`config.mk`:
```
export PLATFORM = sky130hd
export DESIGN_NAME = serial_adder
export DESIGN_NICKNAME = d
export VERILOG_FILES = /design/src/rtl/serial_adder.sv
export SDC_FILE = /design/constraint.sdc
export NUM_CORES = 1
export LEC_CHECK = 0
export CORE_MARGIN = 3
export CORE_UTILIZATION = 46
export DETAILED_ROUTE_END_ITERATION = 8
export GPL_TIMING_DRIVEN = 1
export PLACE_DENSITY = 0.75
export SETUP_SLACK_MARGIN = 0.05
export SLEW_MARGIN = 0
export SYNTH_ARGS = -nofsm -noshare
export SYNTH_HDL_FRONTEND = slang
export SYNTH_SLANG_ARGS = --single-unit
```
`constraint.sdc`:
```
create_clock -name clk -period 1.15 [get_ports clk]
set_input_delay 0.23 -clock clk [delete_from_list [all_inputs] [get_ports clk]]
set_output_delay 0.23 -clock clk [all_outputs]
set_load 0.005 [all_outputs]
```
`src/rtl/serial_adder.sv`:
```
`default_nettype none
// ============================================================================
// Module   : serial_adder
// Brief    : Bit-serial ripple adder, LSB first, one bit per cycle; optional
//            signed-overflow flag built only when SERIAL_ADDER_OVF_EN is defined.
// Revision : 1.0 - initial release
// ============================================================================
module serial_adder #(
    parameter int WIDTH = 8
) (
    input  logic             clk,
    input  logic             rst,
    input  logic             start,
    input  logic [WIDTH-1:0] A,
    input  logic [WIDTH-1:0] B,
    input  logic             CIN,
    output logic [WIDTH-1:0] S,
    output logic             C,
    output logic             OVF,
    output logic             busy,
    output logic             done
);

    localparam int               CNT_W  = $clog2(WIDTH) + 1;
    localparam logic [CNT_W-1:0] C_LAST = CNT_W'(WIDTH - 1);

    typedef enum logic [1:0] {
        ST_IDLE = 2'd0,
        ST_RUN  = 2'd1,
        ST_DONE = 2'd2
    } state_t;

    state_t           r_state;
    state_t           w_next;
    logic [WIDTH-1:0] r_a;
    logic [WIDTH-1:0] r_b;
    logic             r_carry;
    logic [CNT_W-1:0] r_cnt;
    logic [WIDTH-1:0] r_s;
    logic             r_c;
    logic             w_sum_bit;
    logic             w_cout;
    logic             w_last;

    assign w_sum_bit = r_a[0] ^ r_b[0] ^ r_carry;
    assign w_cout    = (r_a[0] & r_b[0]) | (r_a[0] & r_carry) | (r_b[0] & r_carry);
    assign w_last    = (r_state == ST_RUN) && (r_cnt == C_LAST);

    always_ff @(posedge clk) begin
        if (rst) begin
            r_state <= ST_IDLE;
        end else begin
            r_state <= w_next;
        end
    end

    always_comb begin
        w_next = r_state;
        case (r_state)
            ST_IDLE: if (start) w_next = ST_RUN;
            ST_RUN:  if (r_cnt == C_LAST) w_next = ST_DONE;
            ST_DONE: w_next = ST_IDLE;
            default: w_next = ST_IDLE;
        endcase
    end

    // r_a doubles as the result shift register: sum bits enter at the MSB
    // as operand bits leave at the LSB.
    always_ff @(posedge clk) begin
        if (rst) begin
            r_a     <= '0;
            r_b     <= '0;
            r_carry <= 1'b0;
            r_cnt   <= '0;
            r_s     <= '0;
            r_c     <= 1'b0;
        end else begin
            if (r_state == ST_IDLE && start) begin
                r_a     <= A;
                r_b     <= B;
                r_carry <= CIN;
                r_cnt   <= '0;
            end else if (r_state == ST_RUN) begin
                r_a     <= {w_sum_bit, r_a[WIDTH-1:1]};
                r_b     <= r_b >> 1;
                r_carry <= w_cout;
                r_cnt   <= r_cnt + CNT_W'(1);
            end
            if (w_last) begin
                r_s <= {w_sum_bit, r_a[WIDTH-1:1]};
                r_c <= w_cout;
            end
        end
    end

`ifdef SERIAL_ADDER_OVF_EN
    logic r_ovf;

    // On the final RUN cycle r_carry is the carry into the MSB.
    always_ff @(posedge clk) begin
        if (rst) begin
            r_ovf <= 1'b0;
        end else if (w_last) begin
            r_ovf <= r_carry ^ w_cout;
        end
    end

    assign OVF = r_ovf;
`else
    assign OVF = 1'b0;
`endif

    assign S    = r_s;
    assign C    = r_c;
    assign busy = (r_state == ST_RUN);
    assign done = (r_state == ST_DONE);

endmodule
`default_nettype wire
```
==> impl_metrics.yaml, run 1 <==
status:
  run_status: "finished with violations"
  violations: "setup timing"
route:
  drc: 0
  ant_nets: 0
  routed_wl_um: 4430
  drt_iter0_drc: 117
  via_per_inst: 5.42
  dr.pass1.iters: 4
  wire_per_inst_um: 15.1
  vias: 1594
timing:
  period_needed_ns: 1.31
  fmax_mhz: 761
  grt_setup_unrepaired: "true"
  hold_viol_final: 0
  fin_ws_ns: -0.163
  setup_viol: 32
  fin_crit_sh_pct: 114
  tns_ns: -2.67
  clock_skew_ns: 0.0175
  maxSlewViolCount: 0
synth:
  ys_types: 36
  ys_seq_area_share_pct: 38.4
  synthesis.nets: 216
  synth_cells: 194
  synth-seq-cells: 32
  yosys_warnings: 0
  syn_avg_cell_area_um2: 8.60
  synth.cell_area_um2: 1670
worst_setup_path:
  crit_chain: "buf_6, nand2b_4, buf_8, or3_1, a31oi_1"
  arrival_ns: 1.56
  cp_max_fo: 3
  cp.required_ns: 1.40
  max_stage_delay_ns: 0.36
  slowest_stage: "or3_1"
  worstSetupEndpointType: "register"
  cp-start-kind: "register"
  path_class: "reg -> reg"
final_layout:
  final_core_util_pct: 70.5
  fillers: 274
  n_antenna_cell: 0
  final_layout_size_suffix_gt1_share_pct: 48.4
  post_layout_nonfiller_instances: 294
  finalNetCount: 270
  area_growth_pct: 44.3
die:
  dieArea_um2: 4390
  core_um2: 3420
  initial_core_util_pct: 48.9
  rows: 21
  io_pins: 32
  fp.dieW_um: 66.2
  die_y_um: 66.2
place:
  hpwlAfterDp_um: 2700
  dp.cells: 275
  port_buffers: 30
  gp_congestion: 0.785
global_route:
  grt_antenna_before_repair: 0
  grt_first_pass_wirelength_um: 7070
  track_usage_pct: 21.0
  grt_max_degree: 26
  grt-ovfl-total: 0
  grt_pass1_vias: 1532
cts:
  cts_buffers: 5
  cts_tree: "built"
  postCtsHoldBufs: 0
  cts-root-buf: "clkbuf_4"
  clock_sinks: 32
  h-tree-depth: 2
  clock_latency_ns: 0.34
  clockBufferDepth: 2
  clkTransAtPathRegs_ns: 0.09
flow_run:
  drv_cap: 0
power:
  power.density_nw_per_um2: 961
  p_leak_nw: 1.00
  vdd_ir_drop_max_uv: 718
  total_power_w: 0.00231
worst_hold_path:
  min_path_type: "reg -> reg"
==> worst max-delay path, delay by kind of cell (launching register included) <==
family	cells	cell delay, ns
compound gates	1	0.17
buf+inv	2	0.23
flops	1	0.34
simple gates	2	0.50
==> Yosys cell counts <==
master | instances | area share, %
inv_2 | 2 | 0.45
nand2b_4 | 1 | 0.82
inv_1 | 15 | 3.4
a21bo_1 | 1 | 0.60
a22oi_1 | 1 | 0.45
a21bo_2 | 8 | 4.8
nand2_1 | 4 | 0.90
nor3_1 | 2 | 0.60
buf_4 | 5 | 2.2
or3b_1 | 2 | 1.0
mux2i_1 | 1 | 0.60
or3_1 | 1 | 0.38
ha_1 | 1 | 0.75
o21ba_2 | 1 | 0.60
o221a_2 | 13 | 8.8
and3b_1 | 1 | 0.52
nor2_1 | 25 | 5.6
a22o_1 | 1 | 0.52
buf_2 | 5 | 1.5
o21bai_4 | 1 | 1.1
a21oi_1 | 33 | 9.9
nand2b_1 | 3 | 1.1
fa_1 | 1 | 1.2
a31oi_1 | 1 | 0.38
nor3b_1 | 1 | 0.45
nand3_1 | 11 | 3.3
o22a_1 | 5 | 2.6
o2bb2ai_1 | 1 | 0.52
nor2b_1 | 1 | 0.38
o22ai_1 | 1 | 0.38
buf_6 | 5 | 3.4
conb_1 | 1 | 0.22
o21ai_0 | 1 | 0.30
a211oi_1 | 2 | 0.90
clkbuf_1 | 4 | 0.90
dfxtp_1 | 32 | 38
==> registers in the layout, summed over array words and instances, names as in the netlist <==
signal / count
r_state: 2
r_carry: 1
S: 8
r_cnt: 4
C: 1
r_a: 8
r_b: 8
==> cells in the final DEF, fill, tap and decap left out, types with 5 or more instances in the layout <==
master	n
dfxtp_2	14
clkbuf_2	9
o22a_1	5
a21oi_2	10
clkdlybuf4s50_1	18
o221a_2	13
clkbuf_4	5
nor2_2	5
inv_1	15
buf_6	7
buf_4	23
a21bo_2	8
nand3_1	11
dfxtp_1	17
nor2_1	17
a21oi_1	23
==> worst paths after layout <==
check              from  endpoint  slack (ns)  cells past startpoint
max          r_state[1]  r_cnt[3]       -0.16                      5
min              r_a[7]      S[6]        0.50                      2
max reg2reg  r_state[1]  r_cnt[3]       -0.16                      5
min reg2reg      r_a[7]      S[6]        0.50                      2
==> metal layers <==
metal | vias up | global-route usage, % | wire length [µm]
met5 | - | 0 | 0
met1 | 754 | 26.0 | 1910
met4 | 0 | 9.14 | 89
met2 | 43 | 34.2 | 2210
li1 | 787 | - | -
met3 | 10 | 5.10 | 218
==> layout make-up <==
cell class / instances / area [µm²] / share of cell area, %
clock inverters: 1 / 5.00 / 0.208
multi-input cells: 126 / 966 / 40.1
flip-flops and latches: 32 / 662 / 27.5
well taps: 46 / 57.6 / 2.39
repair buffers: 66 / 613 / 25.5
clock buffers: 6 / 41.3 / 1.71
inverters: 17 / 63.8 / 2.65
==> stage by stage <==
stage	area [µm²]	setup WS, ns	hold WS (ns)
2_1_floorplan	1680	-0.0234	0.455
3_3_place_gp	2100	-0.453	0.476
3_5_place_dp	2100	-0.478	0.483
4_1_cts	2390	-0.149	0.494
5_1_grt	2410	-0.185	0.516
6_report	2410	-0.163	0.498
==> kinds of logic after synthesis <==
group                    count (synthesis)  synth area share (%)
AND/OR/NAND/NOR                         52                  15.1
multiplexers                             1                 0.600
buffers and inverters                   36                  11.8
AO/OA/AOI/OAI                           70                  31.9
adder cells (fa/ha/maj)                  2                  1.95
other                                    1                 0.225
flip-flops                              32                  38.4
==> report_power, final <==
| part | switching [W] | internal [W] |
|---|---|---|
| registers | 0.0000593 | 0.00117 |
| logic | 0.000219 | 0.000264 |
| clock network | 0.000377 | 0.000225 |
| total | 0.000656 | 0.00166 |
==> repair_timing <==
action / 4_1_cts / 5_1_grt
cloned: 3 / 0
resized for setup: 73 / 24
buffers inserted: 9 / 0
endpoints found under the setup margin: 42 / 43
pin swaps: 9 / 2
(Power assumes the default switching activity.)
==> run 2: changes to the inputs <==
Settings changed: CAP_MARGIN set to 40, PLACE_DENSITY 0.75 to 0.82.
==> run 2 against run 1 <==
Effect of this change:
- via count up 6.4%
- sequential power about the same
- power up 5.8%
- the run still ends with setup timing left
- combinational power is 24% higher
- clock-buffer cell count did not move
- largest power group unchanged
- final area is 9.3% higher
==> impl_metrics.yaml, run 2 (synthesis gave the netlist of run 1 again) <==
status:
  run_status: "finished with violations"
  violations: "setup timing"
timing:
  tns_ns: -1.21
  hold_viol_final: 0
  setup_viol: 20
  fmax_mhz: 786
  clock_skew_ns: 0.00687
  fin_crit_sh_pct: 111
  maxSlewViolCount: 0
  period_needed_ns: 1.27
  grt_setup_unrepaired: "true"
  fin_ws_ns: -0.122
global_route:
  met3_usage_pct: 5.95
  grt_pass1_vias: 1728
  grt.met2_usage_pct: 40.8
  grt_max_degree: 24
  track_usage_pct: 25.2
  top_usage_layer: "met2"
  grt-ovfl-total: 0
  grt_antenna_before_repair: 0
  grt_first_pass_wirelength_um: 8250
  grt_util_met1_pct: 31.2
worst_setup_path:
  path_class: "reg -> reg"
  cp-start-kind: "register"
  path_depth: 5
  worstSetupEndpointType: "register"
  slowest_stage: "dfxtp_2"
  r2r_setup_slack_ns: -0.12
  arrival_ns: 1.54
  cp_max_fo: 18
  path_buf_inv: 1
  critPathLaunch: "r_cnt[1]"
  max_stage_delay_ns: 0.35
  reg2regPathDepth: 5
  rr_startpoint: "r_cnt[1]"
  crit_family: "flip-flops"
  cp.required_ns: 1.42
  crit_chain: "ha_4, and3b_2, buf_12, a21bo_2, a21oi_2"
cts:
  clock_sinks: 32
  cts_tree: "built"
  cts-root-buf: "clkbuf_4"
  clockBufferDepth: 2
  clkTransAtPathRegs_ns: 0.10
  h-tree-depth: 2
  postCtsHoldBufs: 0
  clock_latency_ns: 0.34
  cts_buffers: 5
final_layout:
  finalNetCount: 275
  n_antenna_cell: 0
  area_growth_pct: 57.7
  layout_commonest_cell: "a21oi_2"
  final_cell_mix: "a21oi_2, buf_4, clkdlybuf4s50_1, nor2_1, dfxtp_1"
  final_layout_size_suffix_gt1_share_pct: 56.5
  fillers: 210
place:
  gp_congestion: 0.783
  port_buffers: 30
  hpwlAfterDp_um: 2670
die:
  io_pins: 32
  die_y_um: 66.2
  initial_core_util_pct: 48.9
  dieArea_um2: 4390
  fp.dieW_um: 66.2
  core_um2: 3420
  rows: 21
route:
  drt_iter0_drc: 140
  drc: 0
  ant_nets: 0
  routed_wl_um: 5200
  vias: 1696
  wire_per_inst_um: 17.4
  via_per_inst: 5.67
  dr.pass1.iters: 4
worst_hold_path:
  min_path_cells: 2
  min_path_type: "reg -> reg"
  min_from: "r_cnt[2]"
power:
  p_leak_nw: 1.08
  total_power_w: 0.00245
  power.density_nw_per_um2: 930
  vdd_ir_drop_max_uv: 676
flow_run:
  drv_cap: 0
[run 2: cell types whose count changed in the layout (fill, tap and decap cells not counted), moves of 2 or more]
cell	previous run	this run
nor2_2	5	3
or3b_1	2	0
nor2_4	3	5
o221a_4	0	8
buf_12	2	4
buf_2	2	5
clkbuf_2	9	6
o221a_2	13	5
a21oi_2	10	25
a21oi_1	23	7
or3b_4	0	2
[run 2: per-layer routing]
metal	routed length [µm]	vias to the layer above
li1	-	800
met1	2120	798
met2	2610	81
met3	334	17
met4	129	0
met5	0	-
[run 2: where the power goes]
| part | total [W] | switching (W) | internal [W] | leakage [nW] |
|---|---|---|---|---|
| clock network | 0.000614 | 0.000389 | 0.000225 | 0.0281 |
| registers | 0.00124 | 0.0000667 | 0.00117 | 0.270 |
| logic | 0.000597 | 0.000270 | 0.000327 | 0.778 |
| total | 0.00245 | 0.000725 | 0.00172 | 1.08 |
[run 2: final timing paths]
kind | end
max | S[0]
min | r_cnt[2]
max reg2reg | S[0]
min reg2reg | r_cnt[2]
[run 2: metrics by stage]
| stage | hold WS [ns] | setup WS (ns) | util, % | instances | cell area [µm²] |
|---|---|---|---|---|---|
| 2_1_floorplan | 0.455 | -0.0234 | - | 194 | 1680 |
| 3_3_place_gp | 0.475 | -0.440 | 62.4 | 277 | 2130 |
| 3_5_place_dp | 0.482 | -0.477 | 62.4 | 277 | 2130 |
| 4_1_cts | 0.508 | -0.129 | 76.7 | 298 | 2620 |
| 5_1_grt | 0.543 | -0.160 | 77.1 | 299 | 2630 |
| 6_report | 0.517 | -0.122 | 77.1 | 299 | 2630 |
[run 2: what timing repair did]
action | 4_1_cts | 5_1_grt
pin swaps | 24 | 13
resized for setup | 107 | 21
cloned | 2 | 0
setup buffers | 13 | 1
setup endpoints to repair | 40 | 41
[run 2: cell type report]
| type | count | area, µm² | area share, % |
|---|---|---|---|
| multi-input combinational | 126 | 1100 | 41.7 |
| sequential | 32 | 663 | 25.2 |
| timing repair buffer | 71 | 703 | 26.7 |
| clock inverter | 1 | 5.00 | 0.190 |
| clock buffer | 6 | 41.3 | 1.57 |
| tap | 46 | 57.6 | 2.19 |
| inverter | 17 | 63.8 | 2.42 |
[run 2: worst reg2reg max path, cell delays in order, from the launching register on]
cell and delay, ns:
dfxtp_2 0.35, ha_4 0.16, and3b_2 0.22, buf_12 0.15, a21bo_2 0.22, a21oi_2 0.11
==> run 3: changes to the inputs <==
Settings changed: SKIP_LAST_GASP set to 1.
==> run 3 against run 2 <==
Effect of this change:
- the flow still finishes with violations (setup timing)
- die area did not move
- first-iteration DRC count shrank 11%
- fmax is 1.1% lower
- power is 0.17% higher
- wire length rose by 4.9%
- highest routed layer unchanged
- hold slack improved by 0.0048 ns
- flip-flop and latch count did not move
- sequential share of layout area up 0.28 points
- via count up 1.5%
- clock power is 2% higher
- setup slack worse by 0.015 ns
- clock-buffer cell count is the same
==> impl_metrics.yaml, run 3 (synthesis gave the netlist of run 1 again) <==
route:
  via_per_inst: 5.76
  wire_per_inst_um: 18.2
  ant_nets: 0
  routed_wl_um: 5450
  dr.pass1.iters: 4
  drt_iter0_drc: 125
  vias: 1721
  drc: 0
status:
  violations: "setup timing"
  run_status: "finished with violations"
place:
  place_ws_ns: -0.477
  port_buffers: 30
  gp_congestion: 0.783
  hpwlAfterDp_um: 2670
timing:
  tns_ns: -1.44
  clock_skew_ns: 0.0143
  setup_viol: 23
  grt_setup_unrepaired: "true"
  maxSlewViolCount: 0
  fmax_mhz: 777
  period_needed_ns: 1.29
  hold_viol_final: 0
  fin_crit_sh_pct: 112
  fin_ws_ns: -0.137
global_route:
  track_usage_pct: 24.8
  grt_antenna_before_repair: 0
  grt_first_pass_wirelength_um: 8150
  grt_max_degree: 24
  grt_pass1_vias: 1739
  grt-ovfl-total: 0
final_layout:
  final_layout_size_suffix_gt1_share_pct: 54.5
  layout_commonest_cell: "buf_4"
  final_cell_mix: "buf_4, a21oi_2, clkdlybuf4s50_1, nor2_1, dfxtp_1"
  n_antenna_cell: 0
  fillers: 220
  finalNetCount: 275
  final_core_util_pct: 76.2
  area_growth_pct: 56.0
cts:
  clkTransAtPathRegs_ns: 0.10
  clock_latency_ns: 0.35
  h-tree-depth: 2
  clockBufferDepth: 2
  cts_tree: "built"
  postCtsHoldBufs: 0
  clock_sinks: 32
  cts_buffers: 5
  cts-root-buf: "clkbuf_4"
worst_setup_path:
  cp_max_fo: 18
  reg2regPathDepth: 5
  arrival_ns: 1.57
  path_class: "reg -> reg"
  cp-start-kind: "register"
  worstSetupEndpointType: "register"
  cp.required_ns: 1.43
power:
  vdd_ir_drop_max_uv: 584
  p_int_w: 0.00171
  p_clk_share_pct: 25.7
  swShare_pct: 30.2
  power_frac_seq_pct: 50.4
  p_switching_w: 0.000740
  power.density_nw_per_um2: 942
  combinationalPowerShare_pct: 23.9
  p_leak_nw: 1.08
die:
  dieArea_um2: 4390
  initial_core_util_pct: 48.9
  fp.dieW_um: 66.2
  rows: 21
  core_um2: 3420
  die_y_um: 66.2
  io_pins: 32
worst_hold_path:
  min_path_cells: 2
  min_path_type: "reg -> reg"
flow_run:
  drv_cap: 0
[run 3: final cells by class]
class	instances	area (µm²)	share of cell area, %
Clock inverter	1	5.00	0.192
Clock buffer	6	41.3	1.59
Tap cell	46	57.6	2.21
Multi-Input combinational cell	126	1070	41.1
Inverter	17	63.8	2.45
Sequential cell	32	663	25.5
Timing Repair Buffer	71	703	27.0
[run 3: final timing paths]
| path | from | end | slack [ns] |
|---|---|---|---|
| hold / removal | r_a[4] | S[3] | 0.52 |
| setup reg to reg | r_cnt[1] | S[0] | -0.14 |
| hold reg to reg | r_a[4] | S[3] | 0.52 |
| setup / recovery | r_cnt[1] | S[0] | -0.14 |
[run 3: timing repair]
item	4_1_cts	5_1_grt
resized for setup	95	27
gates cloned	2	0
setup buffers	13	1
pin swaps	22	15
setup endpoints to repair	40	41
[run 3: through the flow]
step	hold slack (ns)	std cells	instance area (µm²)	power, W
5_1_grt	0.529	299	2600	0.00254
6_report	0.521	299	2600	0.00245
2_1_floorplan	0.455	194	1680	0.00149
4_1_cts	0.498	298	2560	0.00237
3_3_place_gp	0.475	277	2130	0.00166
3_5_place_dp	0.482	277	2130	0.00167
[run 3: metal layers]
metal  vias to the layer above  track usage (%)  part of all wire [%]
li1                        799                -                     -
met5                         -                0                     0
met4                         0             12.4                   3.1
met2                        76             40.9                    50
met3                        16             6.63                   6.1
met1                       830             29.4                    40
[run 3: critical path: stages, from the launching register on]
cell     delay (ns)
dfxtp_2        0.35
ha_4           0.16
and3b_2        0.22
buf_12         0.15
a21bo_2        0.22
a21oi_2        0.12
[run 3: power by group through the flow]
stage                     clock network (W)  logic, W  registers (W)
after floorplan                           0  0.000260        0.00123
after CTS                          0.000611  0.000527        0.00123
after global routing               0.000677  0.000622        0.00124
final                              0.000629  0.000587        0.00124
after detailed placement                  0  0.000420        0.00125
after global placement                    0  0.000412        0.00124
